**src/rtl/xnor_pkg.sv**
```systemverilog
// Shared types and helpers for the shared XNOR comparator and its arbiter.
package xnor_pkg;

  // Largest requester count the search helpers cover, and the width of an index.
  localparam int MAX_N  = 32;
  localparam int MAX_IW = 5;
  localparam int CNT_W  = MAX_IW + 1;

  typedef logic [MAX_N-1:0]  vec_t;
  typedef logic [MAX_IW-1:0] idx_t;
  typedef logic [CNT_W-1:0]  cnt_t;

  typedef enum logic [1:0] {
    IDLE,
    GRANT,
    RESULT
  } state_e;

  // One-hot vector with bit idx set; all zero when idx is outside 0..n-1.
  function automatic vec_t onehot(input idx_t idx, input cnt_t n);
    onehot = '0;
    if ({1'b0, idx} < n) onehot[idx] = 1'b1;
  endfunction

  // First set bit of req searching ptr, ptr+1, ... with wrap at n.
  // Scans downward so the nearest hit to ptr is the last one written.
  // Result is meaningless when req has no bit set below n.
  function automatic idx_t rr_pick(input vec_t req, input idx_t ptr, input cnt_t n);
    cnt_t pos;
    rr_pick = '0;
    for (int k = MAX_N - 1; k >= 0; k--) begin
      pos = {1'b0, ptr} + cnt_t'(k);
      if (pos >= n) pos = pos - n;
      if ((cnt_t'(k) < n) && req[pos[MAX_IW-1:0]]) rr_pick = pos[MAX_IW-1:0];
    end
  endfunction

endpackage

```
**src/rtl/xnor_cmp_arbiter_rr_arbiter.sv**
```systemverilog
// Round-robin pick with a rotating priority pointer. The pointer moves to
// one past the winner whenever the caller commits a grant.
module rr_arbiter
  import xnor_pkg::*;
#(
  parameter int N   = 4,
  parameter int IDW = $clog2(N)
) (
  input  logic           clk,
  input  logic           rst_n,
  input  logic [N-1:0]   req,
  input  logic           advance,
  output logic [IDW-1:0] pick
);

  logic [IDW-1:0] ptr_q;
  logic [IDW-1:0] ptr_d;

  assign pick = IDW'(rr_pick(vec_t'(req), idx_t'(ptr_q), cnt_t'(N)));

  // Next pointer: the just-served requester drops to lowest priority.
  always_comb begin
    ptr_d = ptr_q;
    if (advance) begin
      if (pick == IDW'(N - 1)) ptr_d = '0;
      else                     ptr_d = pick + 1'b1;
    end
  end

  // Pointer register with synchronous reset.
  // NOTE: clocked state uses non-blocking assignments so every flop samples
  // pre-edge values regardless of statement order.
  always_ff @(posedge clk) begin
    if (!rst_n) ptr_q <= '0;
    else        ptr_q <= ptr_d;
  end

endmodule

```
**src/rtl/xnor_cmp_arbiter.sv**
```systemverilog
// Shares one W-bit XNOR comparator between N requesters in round-robin
// order and holds each registered result until the consumer acknowledges it.
module xnor_cmp_arbiter
  import xnor_pkg::*;
#(
  parameter int N   = 4,
  parameter int W   = 8,
  parameter int IDW = $clog2(N)
) (
  input  logic           CLK,
  input  logic           RST_N,
  input  logic [N-1:0]   REQ,
  input  logic [N*W-1:0] A_IN,
  input  logic [N*W-1:0] B_IN,
  input  logic           ACK,
  output logic [N-1:0]   GNT,
  output logic [W-1:0]   O,
  output logic           EQ,
  output logic [IDW-1:0] ID,
  output logic           VALID,
  output logic           BUSY
);

  state_e         state_q, state_d;
  logic [N-1:0]   gnt_q, gnt_d;
  logic [IDW-1:0] idx_q, idx_d;
  logic [W-1:0]   o_q, o_d;
  logic           eq_q, eq_d;
  logic [IDW-1:0] id_q, id_d;
  logic           valid_q, valid_d;

  logic           arb;
  logic [IDW-1:0] pick;
  logic [W-1:0]   a_sel, b_sel, xnor_res;

  rr_arbiter #(.N(N), .IDW(IDW)) u_rr (
    .clk     (CLK),
    .rst_n   (RST_N),
    .req     (REQ),
    .advance (arb),
    .pick    (pick)
  );

  // Operands of the latched winner feed the single shared comparator.
  assign a_sel    = A_IN[idx_q*W +: W];
  assign b_sel    = B_IN[idx_q*W +: W];
  assign xnor_res = a_sel ~^ b_sel;

  // Next-state and result logic; arbitration from IDLE or an acked RESULT.
  // NOTE: every signal gets a default first so no path can infer a latch.
  always_comb begin
    state_d = state_q;
    gnt_d   = '0;
    idx_d   = idx_q;
    o_d     = o_q;
    eq_d    = eq_q;
    id_d    = id_q;
    valid_d = valid_q;
    arb     = 1'b0;
    unique case (state_q)
      IDLE:   arb = |REQ;
      GRANT: begin
        state_d = RESULT;
        o_d     = xnor_res;
        eq_d    = &xnor_res;
        id_d    = idx_q;
        valid_d = 1'b1;
      end
      RESULT: begin
        if (ACK) begin
          valid_d = 1'b0;
          if (|REQ) arb = 1'b1;
          else      state_d = IDLE;
        end
      end
      default: state_d = IDLE;
    endcase
    if (arb) begin
      state_d = GRANT;
      gnt_d   = N'(onehot(idx_t'(pick), cnt_t'(N)));
      idx_d   = pick;
    end
  end

  // State and result registers; reset discards any result in flight.
  always_ff @(posedge CLK) begin
    if (!RST_N) begin
      state_q <= IDLE;
      gnt_q   <= '0;
      idx_q   <= '0;
      o_q     <= '0;
      eq_q    <= 1'b0;
      id_q    <= '0;
      valid_q <= 1'b0;
    end else begin
      state_q <= state_d;
      gnt_q   <= gnt_d;
      idx_q   <= idx_d;
      o_q     <= o_d;
      eq_q    <= eq_d;
      id_q    <= id_d;
      valid_q <= valid_d;
    end
  end

  assign GNT   = gnt_q;
  assign O     = o_q;
  assign EQ    = eq_q;
  assign ID    = id_q;
  assign VALID = valid_q;
  assign BUSY  = (state_q != IDLE);

endmodule
```
**config.mk**
```make
export PLATFORM = sky130hd
export DESIGN_NAME = xnor_cmp_arbiter
export DESIGN_NICKNAME = d
export VERILOG_FILES = /design/src/rtl/xnor_pkg.sv /design/src/rtl/xnor_cmp_arbiter_rr_arbiter.sv /design/src/rtl/xnor_cmp_arbiter.sv
export SDC_FILE = /design/constraint.sdc
export NUM_CORES = 1
export LEC_CHECK = 0
export CAP_MARGIN = 20
export CORE_MARGIN = 3
export CORE_UTILIZATION = 41
export CTS_BUF_LIST = sky130_fd_sc_hd__clkbuf_4
export DETAILED_ROUTE_END_ITERATION = 12
export GPL_ROUTABILITY_DRIVEN = 0
export PLACE_DENSITY = 0.83
export SLEW_MARGIN = 20
export SYNTH_ARGS = -nofsm -noshare
export SYNTH_HDL_FRONTEND = slang
export SYNTH_SLANG_ARGS = --single-unit
```
**constraint.sdc**
```tcl
create_clock -name CLK -period 3.5 [get_ports CLK]
set_input_delay 0.875 -clock CLK [delete_from_list [all_inputs] [get_ports CLK]]
set_output_delay 0.875 -clock CLK [all_outputs]
set_load 0.02 [all_outputs]
```
==> results of run 1 <==
[through the flow]
| step | setup slack (ns) | hold WS (ns) | area, um^2 |
|---|---|---|---|
| 2_1_floorplan | 0.962 | 0.513 | 1680 |
| 3_3_place_gp | 0.357 | 0.439 | 2580 |
| 3_5_place_dp | 0.237 | 0.447 | 2580 |
| 4_1_cts | 0.559 | 0.463 | 2610 |
| 5_1_grt | 0.382 | 0.482 | 2610 |
| 6_report | 0.555 | 0.460 | 2610 |
[routing by layer]
layer / vias to the layer above / global-route usage, % / routed length, um
li1: 872 / - / -
met1: 762 / 23.2 / 1790
met2: 58 / 29.2 / 2230
met3: 2 / 2.59 / 277
met4: 0 / 3.19 / 21
met5: - / 0 / 0
[state kept, by name, summed over array words and instances, names as in the netlist]
signal / count
EQ: 1
u_rr.ptr_q: 2
GNT: 4
idx_q: 2
state_q: 2
ID: 2
O: 8
VALID: 1
[power by group]
part / switching (mW) / total [mW] / leakage, nW / internal [mW]
logic: 0.348 / 0.694 / 0.787 / 0.346
registers: 0.0531 / 0.350 / 0.181 / 0.297
clock network: 0.0707 / 0.112 / 0.0154 / 0.0415
total: 0.472 / 1.16 / 0.983 / 0.684
[synth_stat cells]
cell                       instances  area (um^2)
sky130_fd_sc_hd__xnor2_1          24          210
sky130_fd_sc_hd__a21oi_1          19         95.1
sky130_fd_sc_hd__or3b_2            1         8.76
sky130_fd_sc_hd__a31o_2            1         8.76
sky130_fd_sc_hd__mux2_2            2         22.5
sky130_fd_sc_hd__a21boi_0          2         15.0
sky130_fd_sc_hd__nand2_1          26         97.6
sky130_fd_sc_hd__a21o_1            1         7.51
sky130_fd_sc_hd__nor2_1           12         45.0
sky130_fd_sc_hd__o21ai_1           1         5.00
sky130_fd_sc_hd__o211ai_1          2         15.0
sky130_fd_sc_hd__a31oi_1           2         12.5
sky130_fd_sc_hd__clkinv_1          1         3.75
sky130_fd_sc_hd__nand3b_1          1         7.51
sky130_fd_sc_hd__a21boi_1          1         7.51
sky130_fd_sc_hd__nor3_1            2         10.0
sky130_fd_sc_hd__a21oi_2           1         8.76
sky130_fd_sc_hd__and2b_1           1         7.51
sky130_fd_sc_hd__mux4_1            1         26.3
sky130_fd_sc_hd__xor2_1            8         70.1
sky130_fd_sc_hd__nand3_1           7         35.0
sky130_fd_sc_hd__and2_1            4         25.0
sky130_fd_sc_hd__dfxtp_1          22          440
sky130_fd_sc_hd__o31a_1            1         8.76
sky130_fd_sc_hd__nor4_1            4         25.0
sky130_fd_sc_hd__o21ai_0          10         50.1
sky130_fd_sc_hd__mux4_2            3         67.6
sky130_fd_sc_hd__clkbuf_1          5         18.8
sky130_fd_sc_hd__nor2b_1           2         12.5
sky130_fd_sc_hd__mux2i_1           8         80.1
sky130_fd_sc_hd__a221oi_1          2         17.5
sky130_fd_sc_hd__or2_2             1         6.26
sky130_fd_sc_hd__a41oi_1           1         8.76
sky130_fd_sc_hd__buf_6             2         22.5
sky130_fd_sc_hd__inv_1             4         15.0
sky130_fd_sc_hd__nand2b_1          7         43.8
sky130_fd_sc_hd__and4_1            1         8.76
sky130_fd_sc_hd__ha_1              9          113
[worst max-delay path, cell delays in order]
cell and delay [ns]:
sky130_fd_sc_hd__clkdlybuf4s50_1 0.48, sky130_fd_sc_hd__mux2_2 0.30, sky130_fd_sc_hd__o21ai_1 0.22, sky130_fd_sc_hd__a21boi_0 0.36, sky130_fd_sc_hd__nor2_1 0.10, sky130_fd_sc_hd__mux2_2 0.31
sky130_fd_sc_hd__ha_1 0.30, sky130_fd_sc_hd__mux2i_1 0.13, sky130_fd_sc_hd__nor2_1 0.05
[final cells by class]
type                    instances  area [um^2]  area share, %
multi-input cells             168         1180           45.4
repair buffers                 88          878           33.7
flip-flops and latches         22          440           16.9
well taps                      48         60.1           2.30
clock buffers                   3         22.5          0.864
inverters                       5         18.8          0.720
clock inverters                 1         3.75          0.144
[worst max-delay path by stage]
| stage | to | depth (start not counted) | slack (ns) | startpoint |
|---|---|---|---|---|
| 6_report | u_rr.ptr_q[1] | 9 | 0.55 | REQ[1] |
| 5_1_grt | u_rr.ptr_q[1] | 9 | 0.38 | REQ[1] |
| 3_5_place_dp | u_rr.ptr_q[1] | 9 | 0.24 | REQ[0] |
| 2_1_floorplan | u_rr.ptr_q[1] | 10 | 0.96 | u_rr.ptr_q[0] |
| 3_3_place_gp | u_rr.ptr_q[1] | 9 | 0.36 | REQ[0] |
| 4_1_cts | u_rr.ptr_q[1] | 9 | 0.56 | REQ[0] |
[cells in the final DEF (no fill, tap or decap), types with 7 or more instances in the layout]
cell	count
sky130_fd_sc_hd__ha_1	9
sky130_fd_sc_hd__nor2_1	12
sky130_fd_sc_hd__nand2b_1	7
sky130_fd_sc_hd__mux2i_1	8
sky130_fd_sc_hd__dfxtp_1	22
sky130_fd_sc_hd__nand3_1	7
sky130_fd_sc_hd__o21ai_0	10
sky130_fd_sc_hd__a21oi_1	19
sky130_fd_sc_hd__xnor2_1	24
sky130_fd_sc_hd__nand2_1	26
sky130_fd_sc_hd__clkdlybuf4s50_1	87
sky130_fd_sc_hd__xor2_1	8
[kinds of logic after synthesis]
group	count (synthesis)	share of synthesized area (%)
muxes	14	11.7
and+or+nand+nor	69	19.8
AOI/OAI and AO/OA	44	15.5
buffers and inverters	12	3.57
adders and majority gates	9	6.69
DFF	22	26.2
xor gates and xnor gates	32	16.7
==> metrics.txt, run 1 <==
# TYPE chip_impl_metric gauge
chip_impl_metric{name="starting_density",unit="%"} 44.3
chip_impl_metric{name="first_global_vias",unit=""} 1489
chip_impl_metric{name="synthToLayoutAreaGrowth",unit="%"} 54.9
chip_impl_metric{name="route.vias.total",unit=""} 1694
chip_impl_metric{name="hpwlAfterDp",unit="um"} 3750
chip_impl_metric{name="grt_pass1_wl",unit="um"} 7000
chip_impl_metric{name="yosysUniqueCellTypes",unit=""} 38
chip_impl_metric{name="placementRows",unit=""} 22
chip_impl_metric{name="report.final.setup_viol",unit=""} 0
chip_impl_info{name="min_to",value="O[3]"} 1
chip_impl_info{name="worst-setup-path-type",value="in -> reg"} 1
chip_impl_metric{name="antenna-diode-count",unit=""} 0
chip_impl_metric{name="final_max_slew_viol_count",unit=""} 0
chip_impl_metric{name="maximum_number_of_pins_on_one_net_before_global_route_repair",unit=""} 18
chip_impl_metric{name="die_y",unit="um"} 70.1
chip_impl_metric{name="tot_gr_track_use",unit="%"} 17.2
chip_impl_metric{name="worstPathArrival",unit="ns"} 3.13
chip_impl_metric{name="cts.repair.resized",unit=""} 0
chip_impl_metric{name="pwr_density_cell",unit="nW/um^2"} 444
chip_impl_metric{name="cts_hold_repair.buffers",unit=""} 0
chip_impl_metric{name="maxcap_viol_count",unit=""} 0
chip_impl_metric{name="clkLatencyLatePin",unit="ns"} 0.30
chip_impl_metric{name="synthCells",unit=""} 202
chip_impl_info{name="regToRegStartpoint",value="u_rr.ptr_q[1]"} 1
chip_impl_info{name="cp-start-kind",value="input port"} 1
chip_impl_info{name="hold_path_startpoint",value="O[3]"} 1
chip_impl_metric{name="final_min_period_over_clock_period",unit="%"} 84.2
chip_impl_metric{name="timing.final.hold_violations",unit=""} 0
chip_impl_metric{name="design.die.area",unit="um^2"} 4910
chip_impl_metric{name="globalRoute.totalOverflow",unit=""} 0
chip_impl_metric{name="largest_fanout_of_any_net_on_the_critical_path",unit=""} 6
chip_impl_metric{name="skew_final",unit="ns"} 0.00862
chip_impl_metric{name="max_freq",unit="MHz"} 340
chip_impl_metric{name="detail_route.wl_per_cell",unit="um"} 12.9
chip_impl_metric{name="cts.repair_timing.setup_buffer_count",unit=""} 0
chip_impl_metric{name="setup.reg_to_reg.worst_slack",unit="ns"} 0.75
chip_impl_metric{name="crit_required",unit="ns"} 3.68
chip_impl_metric{name="post_route_cells_drive_above_1_share",unit="%"} 4.53
chip_impl_metric{name="total_chip_power",unit="mW"} 1.16
chip_impl_metric{name="stdcell_count",unit=""} 335
chip_impl_metric{name="detailedRoute.firstPassIterationCount",unit=""} 4
chip_impl_metric{name="ys_seq_elements",unit=""} 22
chip_impl_metric{name="finalWorstPathRequiredPeriod",unit="ns"} 2.95
chip_impl_metric{name="synth-seq-area-share",unit="%"} 26.2
chip_impl_metric{name="timing.slew.headroom",unit="%"} 49.4
chip_impl_info{name="clock-root-buffer",value="sky130_fd_sc_hd__clkbuf_4"} 1
chip_impl_metric{name="postSynthNetCount",unit=""} 282
chip_impl_info{name="setup.worst_path.end_class",value="register"} 1
chip_impl_metric{name="placement.io_buffers",unit=""} 87
chip_impl_info{name="outcome",value="finished, final reports clean"} 1
chip_impl_metric{name="numClockSinks",unit=""} 22
chip_impl_metric{name="vias_per_cell",unit=""} 5.06
chip_impl_metric{name="cts_buffers",unit=""} 3
chip_impl_metric{name="power_leakage",unit="nW"} 0.983
chip_impl_metric{name="cts.reportedPaths.clkPinSlew",unit="ns"} 0.12
chip_impl_metric{name="ctsHtreeMaxLevel",unit=""} 1
chip_impl_metric{name="drc_errors",unit=""} 0
chip_impl_info{name="cts_tree",value="yes"} 1
chip_impl_metric{name="core_area",unit="um^2"} 3800
chip_impl_metric{name="syn_area_per_cell",unit="um^2"} 8.33
chip_impl_metric{name="overall_die_width",unit="um"} 70.1
chip_impl_metric{name="final_core_utilization",unit="%"} 68.6
chip_impl_metric{name="drtAntennaViolNets",unit=""} 0
chip_impl_metric{name="antenna_found_initial",unit=""} 0
chip_impl_metric{name="post-place-cells",unit=""} 331
chip_impl_metric{name="yosysWarningCount",unit=""} 0
chip_impl_metric{name="cts_buffer_depth",unit=""} 2
chip_impl_metric{name="worstMarginPinSlew",unit="ns"} 0.757
chip_impl_metric{name="total_detailed_routing_wirelength",unit="um"} 4320
chip_impl_info{name="grt_setup_unrepaired",value="false"} 1
chip_impl_metric{name="totalNegativeSetupSlack",unit="ns"} 0
chip_impl_metric{name="nets",unit=""} 368
chip_impl_metric{name="fillers",unit=""} 335
chip_impl_metric{name="drt_iter0_drcs",unit=""} 95
chip_impl_info{name="crit-reg2reg-capture",value="u_rr.ptr_q[1]"} 1
chip_impl_info{name="timing.hold.worst.class",value="reg -> reg"} 1
chip_impl_metric{name="worst-r2r-cell-count",unit=""} 9
chip_impl_metric{name="worst_ir_drop_vdd",unit="mV"} 0.195
chip_impl_metric{name="hold_depth",unit=""} 2
chip_impl_metric{name="boundaryPins",unit=""} 88
chip_impl_metric{name="netlist_area",unit="um^2"} 1680
No activity file was read; power rests on OpenSTA's default activity.
==> run 2: changes to the inputs <==
--- a/config.mk
+++ b/config.mk
@@ -7,11 +7,11 @@
 export LEC_CHECK = 0
 export CAP_MARGIN = 20
 export CORE_MARGIN = 3
-export CORE_UTILIZATION = 41
+export CORE_UTILIZATION = 37
 export CTS_BUF_LIST = sky130_fd_sc_hd__clkbuf_4
 export DETAILED_ROUTE_END_ITERATION = 12
 export GPL_ROUTABILITY_DRIVEN = 0
-export PLACE_DENSITY = 0.83
+export PLACE_DENSITY = 0.79
 export SLEW_MARGIN = 20
 export SYNTH_ARGS = -nofsm -noshare
 export SYNTH_HDL_FRONTEND = slang
==> constraint.sdc (replaced) <==
create_clock -name CLK -period 2.6 [get_ports CLK]
set_input_delay 0.65 -clock CLK [delete_from_list [all_inputs] [get_ports CLK]]
set_output_delay 0.65 -clock CLK [all_outputs]
set_load 0.02 [all_outputs]
==> metrics.txt, run 2 (same netlist as run 1, synthesis figures left out) <==
# TYPE chip_impl_metric gauge
chip_impl_info{name="outcome",value="finished, final reports clean"} 1
chip_impl_metric{name="detail_route.wl_per_cell",unit="um"} 13.0
chip_impl_metric{name="design.die.area",unit="um^2"} 5390
chip_impl_metric{name="placement.io_buffers",unit=""} 87
chip_impl_metric{name="boundaryPins",unit=""} 88
chip_impl_metric{name="numClockSinks",unit=""} 22
chip_impl_metric{name="worst_ir_drop_vdd",unit="mV"} 0.280
chip_impl_metric{name="final_core_utilization",unit="%"} 65.4
chip_impl_metric{name="antenna-diode-count",unit=""} 0
chip_impl_metric{name="placementRows",unit=""} 23
chip_impl_metric{name="finalWorstPathRequiredPeriod",unit="ns"} 2.42
chip_impl_metric{name="detailedRoute.firstPassIterationCount",unit=""} 4
chip_impl_metric{name="pwr_density_cell",unit="nW/um^2"} 656
chip_impl_info{name="final_common_cell",value="sky130_fd_sc_hd__clkdlybuf4s50_1"} 1
chip_impl_metric{name="hpwlAfterDp",unit="um"} 3880
chip_impl_metric{name="core_area",unit="um^2"} 4200
chip_impl_metric{name="post_route_cells_drive_above_1_share",unit="%"} 9.97
chip_impl_metric{name="ctsHtreeMaxLevel",unit=""} 1
chip_impl_metric{name="place_area",unit="um^2"} 2690
chip_impl_info{name="worst-setup-path-type",value="reg -> reg"} 1
chip_impl_info{name="cp-start-kind",value="register"} 1
chip_impl_metric{name="route.vias.total",unit=""} 1766
chip_impl_metric{name="die_y",unit="um"} 73.4
chip_impl_metric{name="largest_fanout_of_any_net_on_the_critical_path",unit=""} 11
chip_impl_metric{name="vias_per_cell",unit=""} 5.03
chip_impl_metric{name="worstPathArrival",unit="ns"} 2.63
chip_impl_metric{name="report.final.setup_viol",unit=""} 0
chip_impl_info{name="timing.hold.worst.class",value="reg -> reg"} 1
chip_impl_metric{name="crit_required",unit="ns"} 2.81
chip_impl_metric{name="stdcell_area",unit="um^2"} 2750
chip_impl_metric{name="maxcap_viol_count",unit=""} 0
chip_impl_metric{name="timing.final.hold_violations",unit=""} 0
chip_impl_metric{name="starting_density",unit="%"} 40.1
chip_impl_info{name="mostFrequentLayoutCells",value="83 x sky130_fd_sc_hd__clkdlybuf4s50_1, 26 x sky130_fd_sc_hd__nand2_1, 24 x sky130_fd_sc_hd__xnor2_1"} 1
chip_impl_info{name="clock-root-buffer",value="sky130_fd_sc_hd__clkbuf_4"} 1
chip_impl_metric{name="final_min_period_over_clock_period",unit="%"} 93.0
chip_impl_metric{name="first_global_vias",unit=""} 1724
chip_impl_metric{name="max_freq",unit="MHz"} 413
chip_impl_metric{name="timing.slew.headroom",unit="%"} 48.0
chip_impl_metric{name="drc_errors",unit=""} 0
chip_impl_metric{name="max_reg_flops",unit=""} 8
chip_impl_info{name="cts_tree",value="yes"} 1
chip_impl_metric{name="nets",unit=""} 382
chip_impl_metric{name="grt_pass1_wl",unit="um"} 7440
chip_impl_metric{name="overall_die_width",unit="um"} 73.4
chip_impl_metric{name="cts.reportedPaths.clkPinSlew",unit="ns"} 0.13
chip_impl_metric{name="clkLatencyLatePin",unit="ns"} 0.30
chip_impl_metric{name="stdcell_count",unit=""} 351
chip_impl_metric{name="skew_final",unit="ns"} 0.00598
chip_impl_metric{name="tot_gr_track_use",unit="%"} 17.0
chip_impl_metric{name="power_leakage",unit="nW"} 1.09
chip_impl_metric{name="maximum_number_of_pins_on_one_net_before_global_route_repair",unit=""} 18
chip_impl_metric{name="cts_buffers",unit=""} 3
chip_impl_info{name="grt_setup_unrepaired",value="false"} 1
chip_impl_metric{name="globalRoute.totalOverflow",unit=""} 0
chip_impl_metric{name="cts_hold_repair.buffers",unit=""} 0
chip_impl_metric{name="totalNegativeSetupSlack",unit="ns"} 0
chip_impl_metric{name="post-place-cells",unit=""} 347
chip_impl_metric{name="cts.repair_timing.setup_buffer_count",unit=""} 0
chip_impl_metric{name="final_max_slew_viol_count",unit=""} 0
chip_impl_metric{name="drt_iter0_drcs",unit=""} 50
chip_impl_info{name="setup.worst_path.end_class",value="register"} 1
chip_impl_metric{name="drtAntennaViolNets",unit=""} 0
chip_impl_metric{name="cts_buffer_depth",unit=""} 2
chip_impl_metric{name="total_detailed_routing_wirelength",unit="um"} 4550
chip_impl_metric{name="worstMarginPinSlew",unit="ns"} 0.774
chip_impl_metric{name="synthToLayoutAreaGrowth",unit="%"} 63.2
chip_impl_metric{name="antenna_found_initial",unit=""} 0
chip_impl_metric{name="final.hold.worst_slack",unit="ns"} 0.461
## run 2: changes by cell type in the layout (fill, tap and decap cells not counted), sizes merged
cell and delta:
bufinv +1, clkinv -1, buf +14, dlygate4sd2 +2, clkdlybuf4s50 -4, dlymetal6s2s +2
## run 2: per-stage QoR
stage	setup slack, ns	power, mW
2_1_floorplan	0.0616	1.09
3_3_place_gp	-0.235	1.50
3_5_place_dp	-0.356	1.53
4_1_cts	0.0176	1.79
5_1_grt	0.0382	1.95
6_report	0.181	1.80
## run 2: final cells by class
cell class | count | area (um^2)
timing repair buffer | 102 | 986
inverter | 5 | 18.8
clock inverter | 1 | 30.0
fill | 383 | 1460
sequential | 22 | 442
tap | 50 | 62.6
multi-input combinational | 168 | 1180
clock buffer | 3 | 22.5
## run 2: final timing paths
kind            startpoint            end  slack (ns)  depth (start not counted)
max          u_rr.ptr_q[0]  u_rr.ptr_q[1]        0.18                         10
min                   O[4]           O[4]        0.46                          2
max reg2reg  u_rr.ptr_q[0]  u_rr.ptr_q[1]        0.18                         10
min reg2reg           O[4]           O[4]        0.46                          2
## run 2: what timing repair did
item / 4_1_cts / 5_1_grt
endpoints found under the hold margin: 0 / 0
pin swaps: 0 / 0
gates resized for setup: 2 / 5
gates cloned: 0 / 0
setup endpoints to repair: 1 / 1
## run 2: per-layer routing
layer	track usage (%)	vias to the layer above	wire (um)
met5	0	-	0
met4	4.43	0	53
met3	1.50	4	240
met2	30.9	60	2360
met1	21.3	801	1900
li1	-	901	-
## run 2: power breakdown
group | total, mW | internal (mW) | leakage [nW] | switching (mW)
logic | 1.09 | 0.564 | 0.876 | 0.523
registers | 0.454 | 0.402 | 0.181 | 0.0527
clock network | 0.260 | 0.156 | 0.0279 | 0.105
## run 2: critical path: stages, from the launching register on
cell	delay (ns)
sky130_fd_sc_hd__dfxtp_2	0.40
sky130_fd_sc_hd__buf_4	0.22
sky130_fd_sc_hd__mux2_2	0.35
sky130_fd_sc_hd__o21ai_1	0.17
sky130_fd_sc_hd__buf_4	0.15
sky130_fd_sc_hd__a21o_1	0.16
sky130_fd_sc_hd__nor2_2	0.06
sky130_fd_sc_hd__mux2_2	0.29
sky130_fd_sc_hd__ha_1	0.30
sky130_fd_sc_hd__mux2i_1	0.17
sky130_fd_sc_hd__nor2_1	0.06
==> run 3: changes to the inputs <==
--- a/config.mk
+++ b/config.mk
@@ -5,9 +5,10 @@
 export SDC_FILE = /design/constraint.sdc
 export NUM_CORES = 1
 export LEC_CHECK = 0
+export ABC_AREA = 1
 export CAP_MARGIN = 20
 export CORE_MARGIN = 3
-export CORE_UTILIZATION = 37
+export CORE_UTILIZATION = 39
 export CTS_BUF_LIST = sky130_fd_sc_hd__clkbuf_4
 export DETAILED_ROUTE_END_ITERATION = 12
 export GPL_ROUTABILITY_DRIVEN = 0
==> metrics.txt, run 3 <==
# TYPE chip_impl_metric gauge
chip_impl_info{name="outcome",value="finished, final reports clean"} 1
chip_impl_metric{name="maxcap_viol_count",unit=""} 0
chip_impl_info{name="cp-start-kind",value="input port"} 1
chip_impl_metric{name="core_area",unit="um^2"} 4560
chip_impl_metric{name="nets",unit=""} 513
chip_impl_metric{name="numClockSinks",unit=""} 22
chip_impl_metric{name="totalNegativeSetupSlack",unit="ns"} 0
chip_impl_metric{name="clkLatencyLatePin",unit="ns"} 0.31
chip_impl_metric{name="total_detailed_routing_wirelength",unit="um"} 5120
chip_impl_info{name="synth_most_common_cell",value="sky130_fd_sc_hd__nand2_1"} 1
chip_impl_metric{name="hold_depth",unit=""} 2
chip_impl_metric{name="worstPathArrival",unit="ns"} 2.45
chip_impl_metric{name="yosysWarningCount",unit=""} 0
chip_impl_metric{name="synth_top_area_share",unit="%"} 27.1
chip_impl_metric{name="maximum_number_of_pins_on_one_net_before_global_route_repair",unit=""} 18
chip_impl_metric{name="antenna-diode-count",unit=""} 0
chip_impl_metric{name="route.vias.total",unit=""} 2208
chip_impl_metric{name="synthToLayoutAreaGrowth",unit="%"} 50.8
chip_impl_metric{name="drc_errors",unit=""} 0
chip_impl_metric{name="boundaryPins",unit=""} 88
chip_impl_metric{name="total_chip_power",unit="mW"} 2.01
chip_impl_metric{name="max_freq",unit="MHz"} 448
chip_impl_metric{name="first_global_vias",unit=""} 1987
chip_impl_metric{name="regArea",unit="um^2"} 440
chip_impl_info{name="worst-setup-path-type",value="in -> reg"} 1
chip_impl_metric{name="final_min_period_over_clock_period",unit="%"} 85.8
chip_impl_metric{name="grt_pass1_wl",unit="um"} 8550
chip_impl_metric{name="power_leakage",unit="nW"} 1.57
chip_impl_metric{name="cts_buffers",unit=""} 3
chip_impl_metric{name="multiInputGateArea",unit="um^2"} 1140
chip_impl_metric{name="yosysUniqueCellTypes",unit=""} 28
chip_impl_info{name="synth-main-ff-cell",value="sky130_fd_sc_hd__dfxtp_1"} 1
chip_impl_metric{name="cts_buffer_depth",unit=""} 2
chip_impl_metric{name="ys_seq_elements",unit=""} 22
chip_impl_info{name="post_synth_most_frequent_cells",value="139 x sky130_fd_sc_hd__nand2_1, 72 x sky130_fd_sc_hd__inv_1, 24 x sky130_fd_sc_hd__nor2_1, 22 x sky130_fd_sc_hd__dfxtp_1, 21 x sky130_fd_sc_hd__nand3_1"} 1
chip_impl_info{name="mostFrequentLayoutCells",value="139 x sky130_fd_sc_hd__nand2_1, 87 x sky130_fd_sc_hd__clkdlybuf4s50_1, 72 x sky130_fd_sc_hd__inv_1"} 1
chip_impl_metric{name="drtAntennaViolNets",unit=""} 0
chip_impl_metric{name="worstMarginPinSlew",unit="ns"} 0.458
chip_impl_metric{name="report.final.setup_viol",unit=""} 0
chip_impl_metric{name="stdcell_area",unit="um^2"} 2900
chip_impl_metric{name="globalRoute.totalOverflow",unit=""} 0
chip_impl_metric{name="timing.slew.headroom",unit="%"} 69.4
chip_impl_info{name="grt_setup_unrepaired",value="false"} 1
chip_impl_info{name="clock-root-buffer",value="sky130_fd_sc_hd__clkbuf_4"} 1
chip_impl_metric{name="skew_final",unit="ns"} 0.00455
chip_impl_info{name="timing.hold.worst.class",value="reg -> reg"} 1
chip_impl_metric{name="fillers",unit=""} 434
chip_impl_metric{name="syn_area_per_cell",unit="um^2"} 5.58
chip_impl_metric{name="synthCells",unit=""} 345
chip_impl_metric{name="starting_density",unit="%"} 42.2
chip_impl_metric{name="crit_required",unit="ns"} 2.82
chip_impl_metric{name="ctsHtreeMaxLevel",unit=""} 1
chip_impl_metric{name="final_max_slew_viol_count",unit=""} 0
chip_impl_info{name="final_common_cell",value="sky130_fd_sc_hd__nand2_1"} 1
chip_impl_info{name="synthDominantAreaCellType",value="sky130_fd_sc_hd__nand2_1"} 1
chip_impl_metric{name="tot_gr_track_use",unit="%"} 17.4
chip_impl_metric{name="detailedRoute.firstPassIterationCount",unit=""} 4
chip_impl_metric{name="cts.repair_timing.setup_buffer_count",unit=""} 0
chip_impl_info{name="netlist_top_cells_area",value="sky130_fd_sc_hd__nand2_1 27%, sky130_fd_sc_hd__dfxtp_1 23%, sky130_fd_sc_hd__inv_1 14%, sky130_fd_sc_hd__ha_1 5.8%, sky130_fd_sc_hd__nand3_1 5.5%"} 1
chip_impl_metric{name="die_y",unit="um"} 76.3
chip_impl_metric{name="drt_iter0_drcs",unit=""} 58
chip_impl_metric{name="cts.repair.resized",unit=""} 0
chip_impl_metric{name="synth-seq-area-share",unit="%"} 22.9
chip_impl_metric{name="place_area",unit="um^2"} 2850
chip_impl_metric{name="antenna_found_initial",unit=""} 0
chip_impl_metric{name="netlist_area",unit="um^2"} 1930
chip_impl_metric{name="placementRows",unit=""} 24
chip_impl_info{name="cts_tree",value="yes"} 1
chip_impl_metric{name="vias_per_cell",unit=""} 4.44
chip_impl_metric{name="postSynthNetCount",unit=""} 425
chip_impl_info{name="setup.worst_path.end_class",value="register"} 1
chip_impl_metric{name="finalWorstPathRequiredPeriod",unit="ns"} 2.23
chip_impl_metric{name="design.die.area",unit="um^2"} 5820
chip_impl_metric{name="overall_die_width",unit="um"} 76.3
chip_impl_metric{name="cts.reportedPaths.clkPinSlew",unit="ns"} 0.12
chip_impl_metric{name="hpwlAfterDp",unit="um"} 4240
chip_impl_metric{name="worst-r2r-cell-count",unit=""} 11
chip_impl_metric{name="pwr_density_cell",unit="nW/um^2"} 691
chip_impl_metric{name="async_reset_ff_share",unit="%"} 0
chip_impl_metric{name="detail_route.wl_per_cell",unit="um"} 10.3
chip_impl_metric{name="max_reg_flops",unit=""} 8
chip_impl_metric{name="timing.final.hold_violations",unit=""} 0
chip_impl_metric{name="placement.io_buffers",unit=""} 87
chip_impl_metric{name="post_route_cells_drive_above_1_share",unit="%"} 5.79
chip_impl_metric{name="synth_enable_flop_cells",unit=""} 0
chip_impl_metric{name="worst_ir_drop_vdd",unit="mV"} 0.464
chip_impl_metric{name="cts_hold_repair.buffers",unit=""} 0
chip_impl_metric{name="largest_fanout_of_any_net_on_the_critical_path",unit=""} 5
[run 3: cell count changes in the layout (fill, tap and decap cells not counted), moves of 12 or more]
cell and change:
sky130_fd_sc_hd__inv_1 +68, sky130_fd_sc_hd__xnor2_1 -20, sky130_fd_sc_hd__buf_4 -12, sky130_fd_sc_hd__nand2_1 +113, sky130_fd_sc_hd__nor2_1 +13, sky130_fd_sc_hd__nand3_1 +14, sky130_fd_sc_hd__a21oi_1 -12
[run 3: logic make-up (layout without fill, tap and decap cells)]
logic type | Yosys count | count (layout) | share of synthesized area [%]
xor+xnor | 8 | 8 | 3.64
buf+inv | 85 | 172 | 17.9
compound gates | 29 | 29 | 9.68
simple gates | 192 | 192 | 40.1
fa+ha+maj | 9 | 9 | 5.85
flops | 22 | 22 | 22.9
[run 3: final cells by class]
cell class / instances / area share, %
inverter: 78 / 10.2
clock buffer: 3 / 0.776
timing repair buffer: 90 / 30.8
multi-input combinational: 238 / 39.3
sequential: 22 / 15.2
clock inverter: 1 / 1.03
tap: 65 / 2.80
[run 3: worst max-delay path, stage by stage]
cell	delay, ns
sky130_fd_sc_hd__clkdlybuf4s50_1	0.48
sky130_fd_sc_hd__clkinv_1	0.12
sky130_fd_sc_hd__o21ai_4	0.19
sky130_fd_sc_hd__nand2_2	0.07
sky130_fd_sc_hd__o21ai_2	0.06
sky130_fd_sc_hd__nand2_2	0.09
sky130_fd_sc_hd__a21oi_2	0.12
sky130_fd_sc_hd__nand2_1	0.07
sky130_fd_sc_hd__nand2_2	0.11
sky130_fd_sc_hd__inv_1	0.08
sky130_fd_sc_hd__ha_1	0.29
sky130_fd_sc_hd__nand2_1	0.07
sky130_fd_sc_hd__nand2_1	0.04
[run 3: power by group]
part	switching (mW)	internal [mW]	leakage (nW)	total (mW)
Sequential	0.0825	0.413	0.181	0.496
Clock	0.104	0.156	0.0279	0.260
Combinational	0.733	0.518	1.36	1.25
Total	0.919	1.09	1.57	2.01
[run 3: path summary, 6_finish.rpt]
check,slack (ns),to,from
setup / recovery,0.37,u_rr.ptr_q[1],REQ[3]
hold / removal,0.48,EQ,EQ
setup reg to reg,0.41,u_rr.ptr_q[1],u_rr.ptr_q[1]
hold reg to reg,0.48,EQ,EQ
[run 3: metrics by stage]
stage / cells / setup slack, ns / hold slack [ns] / util [%]
global route: 497 / 0.303 / 0.511 / 63.6
floorplan: 345 / 0.604 / 0.456 / -
global placement: 493 / 0.143 / 0.453 / 62.5
detailed placement: 493 / 0.0468 / 0.465 / 62.5
CTS: 497 / 0.387 / 0.484 / 63.6
finish: 497 / 0.369 / 0.479 / 63.6
[run 3: layer usage]
layer	global-route usage [%]	vias up	part of all wire, %
li1	-	1199	-
met1	19.8	936	44
met2	32.7	67	49
met3	2.96	6	6.4
met4	5.25	0	1.1
met5	0	-	0
